===== config.mk =====
export PLATFORM = sky130hd
export DESIGN_NAME = mini_bit_link_host
export DESIGN_NICKNAME = d
export VERILOG_FILES = /design/src/rtl/mini_bit_link_host.sv
export SDC_FILE = /design/constraint.sdc
export NUM_CORES = 1
export LEC_CHECK = 0
export CAP_MARGIN = 25
export CORE_UTILIZATION = 35
export DETAILED_ROUTE_END_ITERATION = 16
export PLACE_DENSITY_LB_ADDON = 0.12
export SLEW_MARGIN = 25
export SYNTH_ARGS = -nofsm -noshare
export SYNTH_HDL_FRONTEND = slang
export SYNTH_SLANG_ARGS = --single-unit

===== constraint.sdc =====
create_clock -name clk -period 2.4 [get_ports clk]
set_input_delay 0.36 -clock clk [delete_from_list [all_inputs] [get_ports clk]]
set_output_delay 0.36 -clock clk [all_outputs]
set_load 0.01 [all_outputs]

===== src/rtl/mini_bit_link_host.sv =====
// Host-side peer of the mini_bit serial pins: byte TX onto cpu_rx, frame RX from cpu_tx.
// Define MINI_BIT_LINK_PARITY_EN to add an even-parity bit before the stop bit.
module mini_bit_link_host #(
   parameter int BIT_CLKS    = 16,
   parameter int SYNC_STAGES = 2
) (
   input  logic       clk,
   input  logic       rst_n,
   input  logic       cpu_tx,
   output logic       cpu_rx,
   input  logic [7:0] tx_data,
   input  logic       tx_valid,
   output logic       tx_ready,
   output logic [7:0] rx_data,
   output logic       rx_valid,
   output logic       rx_err,
   output logic       busy
);

   localparam int CW = $clog2(BIT_CLKS + 1);
   localparam logic [CW-1:0] C_LAST = CW'(BIT_CLKS - 1);
   localparam logic [CW-1:0] C_END  = CW'(BIT_CLKS);
   localparam logic [CW-1:0] C_HALF = CW'(BIT_CLKS / 2);
   localparam logic [CW-1:0] C_ONE  = CW'(1);

   typedef enum logic [2:0] {
      TX_IDLE, TX_START, TX_DATA, TX_PAR, TX_STOP
   } tx_state_t;

   typedef enum logic [2:0] {
      RX_IDLE, RX_START, RX_DATA, RX_PAR, RX_STOP, RX_BREAK
   } rx_state_t;

   tx_state_t tx_state_q, tx_state_d;
   logic [CW-1:0] tx_cnt_q, tx_cnt_d;
   logic [2:0] tx_bit_q, tx_bit_d;
   logic [7:0] tx_sh_q, tx_sh_d;
   logic cpu_rx_q, cpu_rx_d;

   rx_state_t rx_state_q, rx_state_d;
   logic [CW-1:0] rx_cnt_q, rx_cnt_d;
   logic [2:0] rx_bit_q, rx_bit_d;
   logic [7:0] rx_sh_q, rx_sh_d;
   logic [7:0] rx_data_q, rx_data_d;
   logic rx_valid_q, rx_valid_d;
   logic rx_err_q, rx_err_d;
   logic [SYNC_STAGES-1:0] sync_q, sync_d;
   logic rx_prev_q, rx_prev_d;
   logic rx_s;

`ifdef MINI_BIT_LINK_PARITY_EN
   logic tx_par_q, tx_par_d;
   logic rx_perr_q, rx_perr_d;
`endif

   assign rx_s = sync_q[SYNC_STAGES-1];

   always_comb begin
      tx_state_d = tx_state_q;
      tx_cnt_d   = tx_cnt_q + C_ONE;
      tx_bit_d   = tx_bit_q;
      tx_sh_d    = tx_sh_q;
      cpu_rx_d   = cpu_rx_q;
`ifdef MINI_BIT_LINK_PARITY_EN
      tx_par_d   = tx_par_q;
`endif
      case (tx_state_q)
         TX_IDLE: begin
            tx_cnt_d = '0;
            cpu_rx_d = 1'b1;
            if (tx_valid) begin
               tx_state_d = TX_START;
               tx_sh_d    = tx_data;
               cpu_rx_d   = 1'b0;
`ifdef MINI_BIT_LINK_PARITY_EN
               tx_par_d   = ^tx_data;
`endif
            end
         end
         TX_START: begin
            if (tx_cnt_q == C_LAST) begin
               tx_state_d = TX_DATA;
               tx_cnt_d   = '0;
               tx_bit_d   = '0;
               cpu_rx_d   = tx_sh_q[0];
            end
         end
         TX_DATA: begin
            if (tx_cnt_q == C_LAST) begin
               tx_cnt_d = '0;
               if (tx_bit_q == 3'd7) begin
`ifdef MINI_BIT_LINK_PARITY_EN
                  tx_state_d = TX_PAR;
                  cpu_rx_d   = tx_par_q;
`else
                  tx_state_d = TX_STOP;
                  cpu_rx_d   = 1'b1;
`endif
               end else begin
                  tx_bit_d = tx_bit_q + 3'd1;
                  tx_sh_d  = {1'b0, tx_sh_q[7:1]};
                  cpu_rx_d = tx_sh_q[1];
               end
            end
         end
`ifdef MINI_BIT_LINK_PARITY_EN
         TX_PAR: begin
            if (tx_cnt_q == C_LAST) begin
               tx_state_d = TX_STOP;
               tx_cnt_d   = '0;
               cpu_rx_d   = 1'b1;
            end
         end
`endif
         // one extra stop cycle gives the idle slot before tx_ready returns
         TX_STOP: begin
            if (tx_cnt_q == C_END) begin
               tx_state_d = TX_IDLE;
               tx_cnt_d   = '0;
            end
         end
         default: begin
            tx_state_d = TX_IDLE;
            cpu_rx_d   = 1'b1;
         end
      endcase
   end

   always_comb begin
      sync_d     = {sync_q[SYNC_STAGES-2:0], cpu_tx};
      rx_prev_d  = rx_s;
      rx_state_d = rx_state_q;
      rx_cnt_d   = rx_cnt_q + C_ONE;
      rx_bit_d   = rx_bit_q;
      rx_sh_d    = rx_sh_q;
      rx_data_d  = rx_data_q;
      rx_valid_d = 1'b0;
      rx_err_d   = 1'b0;
`ifdef MINI_BIT_LINK_PARITY_EN
      rx_perr_d  = rx_perr_q;
`endif
      case (rx_state_q)
         RX_IDLE: begin
            rx_cnt_d = '0;
            if (rx_prev_q && !rx_s) rx_state_d = RX_START;
         end
         RX_START: begin
            if (rx_cnt_q == C_HALF) begin
               rx_cnt_d   = '0;
               rx_bit_d   = '0;
               rx_state_d = rx_s ? RX_IDLE : RX_DATA;
            end
         end
         RX_DATA: begin
            if (rx_cnt_q == C_LAST) begin
               rx_cnt_d = '0;
               rx_sh_d  = {rx_s, rx_sh_q[7:1]};
               rx_bit_d = rx_bit_q + 3'd1;
               if (rx_bit_q == 3'd7) begin
`ifdef MINI_BIT_LINK_PARITY_EN
                  rx_state_d = RX_PAR;
`else
                  rx_state_d = RX_STOP;
`endif
               end
            end
         end
`ifdef MINI_BIT_LINK_PARITY_EN
         RX_PAR: begin
            if (rx_cnt_q == C_LAST) begin
               rx_cnt_d   = '0;
               rx_perr_d  = rx_s ^ (^rx_sh_q);
               rx_state_d = RX_STOP;
            end
         end
`endif
         RX_STOP: begin
            if (rx_cnt_q == C_LAST) begin
               rx_cnt_d   = '0;
               rx_state_d = RX_IDLE;
               if (!rx_s) begin
                  rx_err_d   = 1'b1;
                  rx_state_d = RX_BREAK;
               end
`ifdef MINI_BIT_LINK_PARITY_EN
               else if (rx_perr_q) begin
                  rx_err_d = 1'b1;
               end
`endif
               else begin
                  rx_valid_d = 1'b1;
                  rx_data_d  = rx_sh_q;
               end
            end
         end
         RX_BREAK: begin
            rx_cnt_d = '0;
            if (rx_s) rx_state_d = RX_IDLE;
         end
         default: rx_state_d = RX_IDLE;
      endcase
   end

   always_ff @(posedge clk or negedge rst_n) begin
      if (!rst_n) begin
         tx_state_q <= TX_IDLE;
         tx_cnt_q   <= '0;
         tx_bit_q   <= '0;
         tx_sh_q    <= '0;
         cpu_rx_q   <= 1'b1;
         rx_state_q <= RX_IDLE;
         rx_cnt_q   <= '0;
         rx_bit_q   <= '0;
         rx_sh_q    <= '0;
         rx_data_q  <= '0;
         rx_valid_q <= 1'b0;
         rx_err_q   <= 1'b0;
         sync_q     <= '1;
         rx_prev_q  <= 1'b1;
`ifdef MINI_BIT_LINK_PARITY_EN
         tx_par_q   <= 1'b0;
         rx_perr_q  <= 1'b0;
`endif
      end else begin
         tx_state_q <= tx_state_d;
         tx_cnt_q   <= tx_cnt_d;
         tx_bit_q   <= tx_bit_d;
         tx_sh_q    <= tx_sh_d;
         cpu_rx_q   <= cpu_rx_d;
         rx_state_q <= rx_state_d;
         rx_cnt_q   <= rx_cnt_d;
         rx_bit_q   <= rx_bit_d;
         rx_sh_q    <= rx_sh_d;
         rx_data_q  <= rx_data_d;
         rx_valid_q <= rx_valid_d;
         rx_err_q   <= rx_err_d;
         sync_q     <= sync_d;
         rx_prev_q  <= rx_prev_d;
`ifdef MINI_BIT_LINK_PARITY_EN
         tx_par_q   <= tx_par_d;
         rx_perr_q  <= rx_perr_d;
`endif
      end
   end

   assign cpu_rx   = cpu_rx_q;
   assign tx_ready = (tx_state_q == TX_IDLE);
   assign rx_data  = rx_data_q;
   assign rx_valid = rx_valid_q;
   assign rx_err   = rx_err_q;
   assign busy     = (tx_state_q != TX_IDLE) | (rx_state_q != RX_IDLE);

endmodule


======== Word level (Yosys, flattened, before mapping) ========
Cells that the tools add are included.
storage, ports and cells
  bits in registers ....................... 52
  output and inout bits ................... 13
cells by class
  bitwise logic cells ..................... 2
  multiplexer cells ....................... 43
  eq/ne operators ......................... 25
  add/subtract/negate cells ............... 4
  reductions and logical operators ........ 20
operators by type and width
  kind                                                  count
  two-way mux 3 bit                                     17
  one-hot mux 5 bit (3 select lines)                    2
  two-way mux 8 bit                                     3
  != test 2 bit (second input constant)                 12
  two-way mux 5 bit                                     4
  one-hot mux 8 bit (2 select lines)                    1
  equality test 3 bit (second input constant)           5
  equality test 5 x 4 -> 1 bit (second input constant)  3
  one-hot mux 3 bit (5 select lines)                    1
  one-hot mux 3 bit (2 select lines)                    2
  one-hot mux 3 bit (4 select lines)                    1
  adder 5 x 1 -> 5 bit (second input constant)          2
  two-way mux 1 bit                                     10
  AND reduction 3 bit                                   3
  AND reduction 4 bit                                   2
  adder 3 x 1 -> 3 bit (second input constant)          2
  equality test 3 x 1 -> 1 bit (second input constant)  2
  equality test 3 x 2 -> 1 bit (second input constant)  2
  zero test 3 bit                                       2
  AND reduction 6 bit                                   1
  nonzero test 2 bit                                    3
  nonzero test 3 bit                                    2
  OR reduction 2 bit                                    3
  equality test 5 bit (second input constant)           1
  8 further kinds                                       8

======== Depth between registers and ports, before layout ========
Gate-level depths: netlist (run 1).
  depth in word-level cells ............... 4
  gate-level depth with buffers ........... 8
  depth with buffers taken out ............ 7

======== Worst setup path before layout (run 1) ========
No wires, ideal clock.
  path kind ............................... register -> register
  start ................................... reg tx_cnt_q[0]
  end ..................................... reg tx_sh_q[0]
  arrival time ............................ 1.855 ns
  slack ................................... 0.420 ns
  clock period less this slack ............ 1.980 ns
  cell stages (with the launch flop) ...... 9
  library setup time ...................... 0.125 ns
  buffers on the path ..................... 1
  path through ............................ dfrtp_1 -> ha_1 -> nand3_1 -> inv_1 -> ha_1 -> buf_2 -> nand3b_1 -> a211oi_4 -> mux2_2
between the ends
  word-level cells in the longest chain between the ends .. 3
ends and longest elaborated chain
  element                        RTL line  text
  start, declared                35        logic [CW-1:0] tx_cnt_q, tx_cnt_d;
  start signal, assigned         226       tx_cnt_q <= tx_cnt_d;
  equality test 5 x 4 -> 1 bit   89        if (tx_cnt_q == C_LAST) begin
  != test 2 bit (no line)        --
  AND reduction 4 bit (no line)  --
  end signal, assigned           228       tx_sh_q <= tx_sh_d;
  end, declared                  37        logic [7:0] tx_sh_q, tx_sh_d;
Every way passes these cells.
A chain may end at the register's enable or synchronous reset.

======== Final worst setup path (run 1) ========
  start ................................... reg tx_state_q[0]
  end ..................................... out busy
between the ends
  word-level cells in the longest chain between the ends .. 2
ends and longest elaborated chain
  element                 RTL line  text
  start, declared         34        tx_state_t tx_state_q, tx_state_d;
  start signal, assigned  225       tx_state_q <= tx_state_d;
  nonzero test 3 bit      251       assign busy = (tx_state_q != TX_IDLE) | (rx_state_q != RX_IDLE);
  bitwise OR 1 bit        251
  end, declared           17        output logic busy
Every way passes these cells.

==> impl_metrics.csv, run 1 <==
group,metric,value,unit
placement,gp_congestion,0.7429,
clocking,root_buffer,"clkbuf_8",
power_and_ir_drop,combPwrFrac,28.4,%
timing,finalSetupViolations,0,
logic_synthesis,synth_edf_count,0,
logic_synthesis,yosys_warnings,0,
power_and_ir_drop,switching_share,32.03,%
floorplan,rows,31,
outcome,status,"finished, final reports clean",
global_routing,grt_pass1_vias,1629,
global_routing,grt_max_degree,53,
logic_synthesis,ys_ff_latch,52,
power_and_ir_drop,peakVddDrop,0.3157,mV
clocking,clock_sinks,52,
timing,fin_crit_sh,90.07,%
timing,finalCriticalPeriod,2162,ps
route,routedWlPerCell,13.34,um
critical_path,crit_fanout,3,
logic_synthesis,synth-main-ff-cell,"dfrtp_1",
logic_synthesis,syn_avg_cell_area,11.97,um^2
clocking,clock_latency,310,ps
route,drt-total-wl,4641,um
final_layout,final_cell_area,3078,um^2
critical_path,crit_start,"tx_state_q[0]",
placement,placed_area,2983,um^2
route,first_pass_iters,4,
floorplan,core,7253,um^2
critical_path,r2r-start,"tx_cnt_q[0]",
timing,hold_violations,0,
final_layout,drive_gt1_share,21.29,%
clocking,htreeDepth,2,
clocking,clk_pin_slew,100,ps
clocking,cts_buffers,5,
clocking,cts_setup_buffers,0,
floorplan,die_y,88.75,um
logic_synthesis,synth.distinct_cells,50,
global_routing,grtUsageMet2,20.77,%
floorplan,ios,25,
timing,max_freq,462.6,MHz
clocking,cts_tree,"built",
final_layout,fillers,718,
final_layout,diodes,0,
timing,slew_violations,0,
global_routing,gr-usage-met3,2.799,%
route,ant_nets,0,
global_routing,grtUsageTotal,12.80,%
logic_synthesis,synthArstFlopShare,100.0,%
clocking,clock_path_buffers,2,
route,viasPerCell,4.810,
global_routing,grt_use_met1,16.93,%
timing,tightest_slew,672.6,ps
logic_synthesis,synth_nets,245,
worst_hold_path,min_path_type,"input pin to asynchronous set/reset pin",
floorplan,die_w,88.75,um
power_and_ir_drop,p_int,0.001641,W
final_layout,syn2layout_area_growth,16.86,%
placement,hpwl,3105,um
clocking,cts_hold_buf,0,
route,drtIter0Drc,38,
power_and_ir_drop,switchingPower,0.0007734,W
timing,rsz0062_at_grt,"false",
critical_path,end_kind,"primary output",
logic_synthesis,synth_area,2634,um^2
power_and_ir_drop,p_leak,1.396,nW
global_routing,overflow,0,
floorplan,dieArea,7876,um^2
global_routing,grt-busiest-layer,"met2",
global_routing,antenna_found_initial,0,
critical_path,path_class,"register to primary output",
route,drc_errors,0,
timing,worst_clock_skew,10.03,ps
floorplan,initial_core_util,36.31,%
route,vias,1674,
placement,numPortBuffers,24,
clocking,postCtsResizedCells,0,
power_and_ir_drop,power_density,784.4,nW/um^2
logic_synthesis,yosysSeqAreaShare,49.60,%
timing,slew_headroom,55.16,%
timing,finalSetupTns,0,ps
final_layout,layout.nets,273,
logic_synthesis,postSynthCellCount,220,
power_and_ir_drop,pwr-share-seq,49.8,%
global_routing,grt_pass1_wl,7659,um
critical_path,cp.required,2040,ps
run,cap_viol_max_count,0,
critical_path,start_kind,"register",
critical_path,arrival,1800,ps
power_and_ir_drop,clkPwrFrac,21.9,%
==> final cells by class <==
| cell class | count | area, um^2 | share of cell area [%] |
|---|---|---|---|
| Clock inverter | 3 | 26.28 | 0.8537 |
| Timing Repair Buffer | 30 | 280.3 | 9.106 |
| Sequential cell | 52 | 1306 | 42.44 |
| Tap cell | 99 | 123.9 | 4.024 |
| Inverter | 16 | 60.06 | 1.951 |
| Multi-Input combinational cell | 143 | 1212 | 39.39 |
| Clock buffer | 5 | 68.82 | 2.236 |
==> layer usage <==
metal  part of all wire, %  vias to the layer above
met4                   1.2                        0
met5                     0                        -
met3                   2.8                        5
li1                      -                      836
met1                    51                      812
met2                    45                       21
==> cell usage after synthesis, types with 2 or more instances <==
library cell	number	area (um^2)
dfrtp_1	48	1201
mux2_2	25	281.5
inv_1	14	52.55
ha_1	13	162.7
a21oi_1	8	40.04
mux2_1	7	78.83
nand2_1	7	26.28
nand3_1	7	35.03
o21ai_0	7	35.03
nand2b_1	6	37.54
a211oi_1	5	37.54
buf_2	5	25.02
nor2_1	5	18.77
nor2b_1	5	31.28
dfstp_2	4	105.1
nand3b_1	4	30.03
xor2_1	4	35.03
nor3_1	3	15.01
a21o_1	2	15.01
a2bb2oi_1	2	17.52
buf_4	2	15.01
inv_2	2	7.510
mux2i_1	2	20.02
nand4bb_1	2	22.52
nor3b_1	2	15.01
nor4b_1	2	17.52
or3_1	2	12.51
or3b_4	2	22.52
xnor2_1	2	17.52
==> final timing paths <==
check | end | slack (ps) | depth (start not counted)
max in group asynchronous | rx_bit_q[2] | 1790 | 2
setup / recovery | busy | 240 | 3
hold reg to reg | sync_q[1] | 370 | 0
hold / removal | tx_sh_q[4] | 160 | 2
min in group clk | sync_q[1] | 370 | 0
setup reg to reg | tx_sh_q[0] | 380 | 7
==> registers in the layout, indices dropped and copies added, names as in the netlist, 2 cells and up <==
| signal | count |
|---|---|
| tx_cnt_q | 5 |
| rx_data | 8 |
| tx_sh_q | 8 |
| tx_state_q | 3 |
| tx_bit_q | 3 |
| rx_cnt_q | 5 |
| rx_bit_q | 3 |
| sync_q | 2 |
| rx_state_q | 3 |
| rx_sh_q | 8 |
==> stage by stage <==
| stage | hold slack (ps) | setup WS, ps | power [W] | util [%] | instances |
|---|---|---|---|---|---|
| floorplan | 64.41 | 419.9 | 0.001717 | - | 220 |
| global placement | 346.3 | 410.3 | 0.001908 | 41.12 | 340 |
| detailed placement | 354.9 | 358.5 | 0.001915 | 41.12 | 340 |
| CTS | 189.0 | 191.5 | 0.002457 | 42.44 | 348 |
| global route | 219.2 | 164.5 | 0.002589 | 42.44 | 348 |
| finish | 158.4 | 238.2 | 0.002414 | 42.44 | 348 |
==> placed cells by master, fill, tap and decap left out, drive strengths merged, types with 7 or more instances in the layout <==
master and n:
o21ai 7, clkdlybuf4s50 23, mux2 33, dfrtp 48, nand3 7, buf 7
a21oi 8, ha 13, nand2 7, inv 17
==> power by group through the flow <==
stage / logic [W] / registers, W / clock network [W]
final: 0.000686 / 0.00120 / 0.000528
after global routing: 0.000773 / 0.00123 / 0.000586
after CTS: 0.000697 / 0.00120 / 0.000558
after detailed placement: 0.000695 / 0.00122 / 0
after global placement: 0.000689 / 0.00122 / 0
after floorplan: 0.000535 / 0.00118 / 0
==> critical path, cell delays in order, from the launching register on <==
cell	delay, ps
dfrtp_1	390
nor3_1	410
nand3b_1	180
clkdlybuf4s50_1	510
==> cells by family (layout without fill, tap and decap cells) <==
family / count (synthesis) / count (layout) / share of synthesized area [%]
compound gates: 35 / 35 / 9.265
flops: 52 / 52 / 49.60
mux: 35 / 35 / 15.01
fa+ha+maj: 15 / 15 / 6.984
xor+xnor: 6 / 6 / 1.995
buf+inv: 25 / 54 / 4.370
simple gates: 52 / 52 / 12.78
Power figures use the tool's default switching activity.
==> run 2, diff against run 1 <==
CTS_BUF_LIST = sky130_fd_sc_hd__clkbuf_4 sky130_fd_sc_hd__clkbuf_8   (was default)
==> results of run 2 <==
Same layout as run 1: the final DEF is identical, and so are final timing and power.
==> run 3, diff against run 2 <==
==> constraint.sdc (replaced) <==
create_clock -name clk -period 2.4 [get_ports clk]
set_input_delay 0.48 -clock clk [delete_from_list [all_inputs] [get_ports clk]]
set_output_delay 0.48 -clock clk [all_outputs]
set_load 0.01 [all_outputs]
==> impl_metrics.csv, run 3 (same netlist as run 1, synthesis figures left out) <==
group,metric,value,unit
placement,gp_congestion,0.7148,
clocking,clock_sinks,52,
clocking,clock_path_buffers,2,
global_routing,grt-busiest-layer,"met2",
power_and_ir_drop,switching_share,29.21,%
final_layout,fillers,702,
clocking,cts_hold_buf,0,
route,vias,1663,
clocking,cts_setup_buffers,0,
route,drc_errors,0,
critical_path,crit_fanout,3,
global_routing,grtUsageMet2,20.00,%
final_layout,stdcell_count,348,
clocking,cts_tree,"built",
run,cap_viol_max_count,0,
timing,worst_clock_skew,7.904,ps
final_layout,syn2layout_area_growth,18.05,%
clocking,cts_buffers,5,
clocking,root_buffer,"clkbuf_8",
floorplan,dieArea,7876,um^2
global_routing,grt_pass1_wl,7831,um
power_and_ir_drop,power_density,815.6,nW/um^2
power_and_ir_drop,pwr-share-seq,47.4,%
placement,numPortBuffers,24,
final_layout,layout_commonest_cell,"dfrtp_1",
clocking,clk_pin_slew,90,ps
timing,finalSetupViolations,0,
route,ant_nets,0,
global_routing,antenna_found_initial,0,
placement,dpl.cell_count,340,
timing,hold_violations,0,
critical_path,path_class,"register to primary output",
timing,slew_violations,0,
floorplan,die_w,88.75,um
timing,max_freq,444.2,MHz
floorplan,ios,25,
global_routing,gr-usage-met3,2.799,%
timing,slew_headroom,56.57,%
route,viasPerCell,4.779,
critical_path,start_kind,"register",
timing,tightest_slew,651.4,ps
route,routedWlPerCell,13.05,um
global_routing,overflow,0,
floorplan,die_y,88.75,um
final_layout,register_area,1306,um^2
route,drt-total-wl,4542,um
final_layout,layout.nets,273,
placement,hpwl,3094,um
global_routing,grt_max_degree,53,
final_layout,layout_common_cells,"dfrtp_1, mux2_2, clkdlybuf4s50_1",
final_layout,multi_input_area,1212,um^2
worst_hold_path,min_path_type,"input pin to asynchronous set/reset pin",
power_and_ir_drop,p_int,0.001795,W
timing,finalSetupTns,0,ps
clocking,postCtsResizedCells,0,
critical_path,cp.required,1920,ps
timing,fin_crit_sh,93.80,%
timing,finalCriticalPeriod,2251,ps
power_and_ir_drop,switchingPower,0.0007406,W
route,drtIter0Drc,44,
floorplan,initial_core_util,36.31,%
critical_path,r2r_cells,7,
global_routing,grt_pass1_vias,1638,
power_and_ir_drop,peakVddDrop,0.2521,mV
clocking,htreeDepth,2,
power_and_ir_drop,p_leak,1.418,nW
floorplan,core,7253,um^2
floorplan,rows,31,
final_layout,drive_gt1_share,21.29,%
outcome,status,"finished, final reports clean",
timing,rsz0062_at_grt,"false",
critical_path,end_kind,"primary output",
route,first_pass_iters,4,
global_routing,grt_use_met1,17.87,%
global_routing,grtUsageTotal,13.02,%
clocking,clock_latency,310,ps
power_and_ir_drop,combPwrFrac,27.0,%
final_layout,diodes,0,
power_and_ir_drop,clkPwrFrac,25.6,%
critical_path,arrival,1770,ps
## run 3: per-stage QoR
step | worst slack [ps] | power, W | instance area (um^2) | utilization [%] | hold WS [ps]
floorplan | 419.9 | 0.001717 | 2634 | - | 184.4
global placement | 354.1 | 0.001915 | 2983 | 41.12 | 346.5
detailed placement | 344.9 | 0.001919 | 2983 | 41.12 | 348.2
CTS | 81.91 | 0.002586 | 3109 | 42.87 | 302.0
global route | 63.90 | 0.002717 | 3109 | 42.87 | 349.2
finish | 148.9 | 0.002536 | 3109 | 42.87 | 276.8
## run 3: final cells by class
type                    instances  share of cell area (%)
inverters                      16                   1.932
clock inverters                 1                  0.9658
multi-input cells             143                   38.99
well taps                      99                   3.984
clock buffers                   7                   3.099
flip-flops and latches         52                   42.01
repair buffers                 30                   9.014
## run 3: path summary, 6_finish.rpt
kind	from	endpoint	slack, ps
setup / recovery	tx_state_q[0]	busy	150
hold / removal	rst_n	tx_sh_q[4]	280
setup reg to reg	tx_cnt_q[0]	tx_sh_q[6]	400
hold reg to reg	sync_q[0]	sync_q[1]	360
max in group asynchronous	rst_n	rx_data[3]	1690
min in group clk	sync_q[0]	sync_q[1]	360
## run 3: power groups by stage
stage	logic (W)	registers (W)	clock network, W
floorplan	0.000535	0.00118	0
detailed placement	0.000698	0.00122	0
finish	0.000685	0.00120	0.000649
CTS	0.000700	0.00120	0.000682
global route	0.000784	0.00123	0.000703
global placement	0.000695	0.00122	0
## run 3: worst max-delay path, cell delays in order (launching register included)
cell	delay [ps]
dfrtp_1	380
nor3_1	400
nand3b_1	180
clkdlybuf4s50_1	510
## run 3: layer usage
layer,up-vias,routed length (um)
met3,6,155
met1,800,2195
met5,-,0
li1,832,-
met4,0,72
met2,25,2118
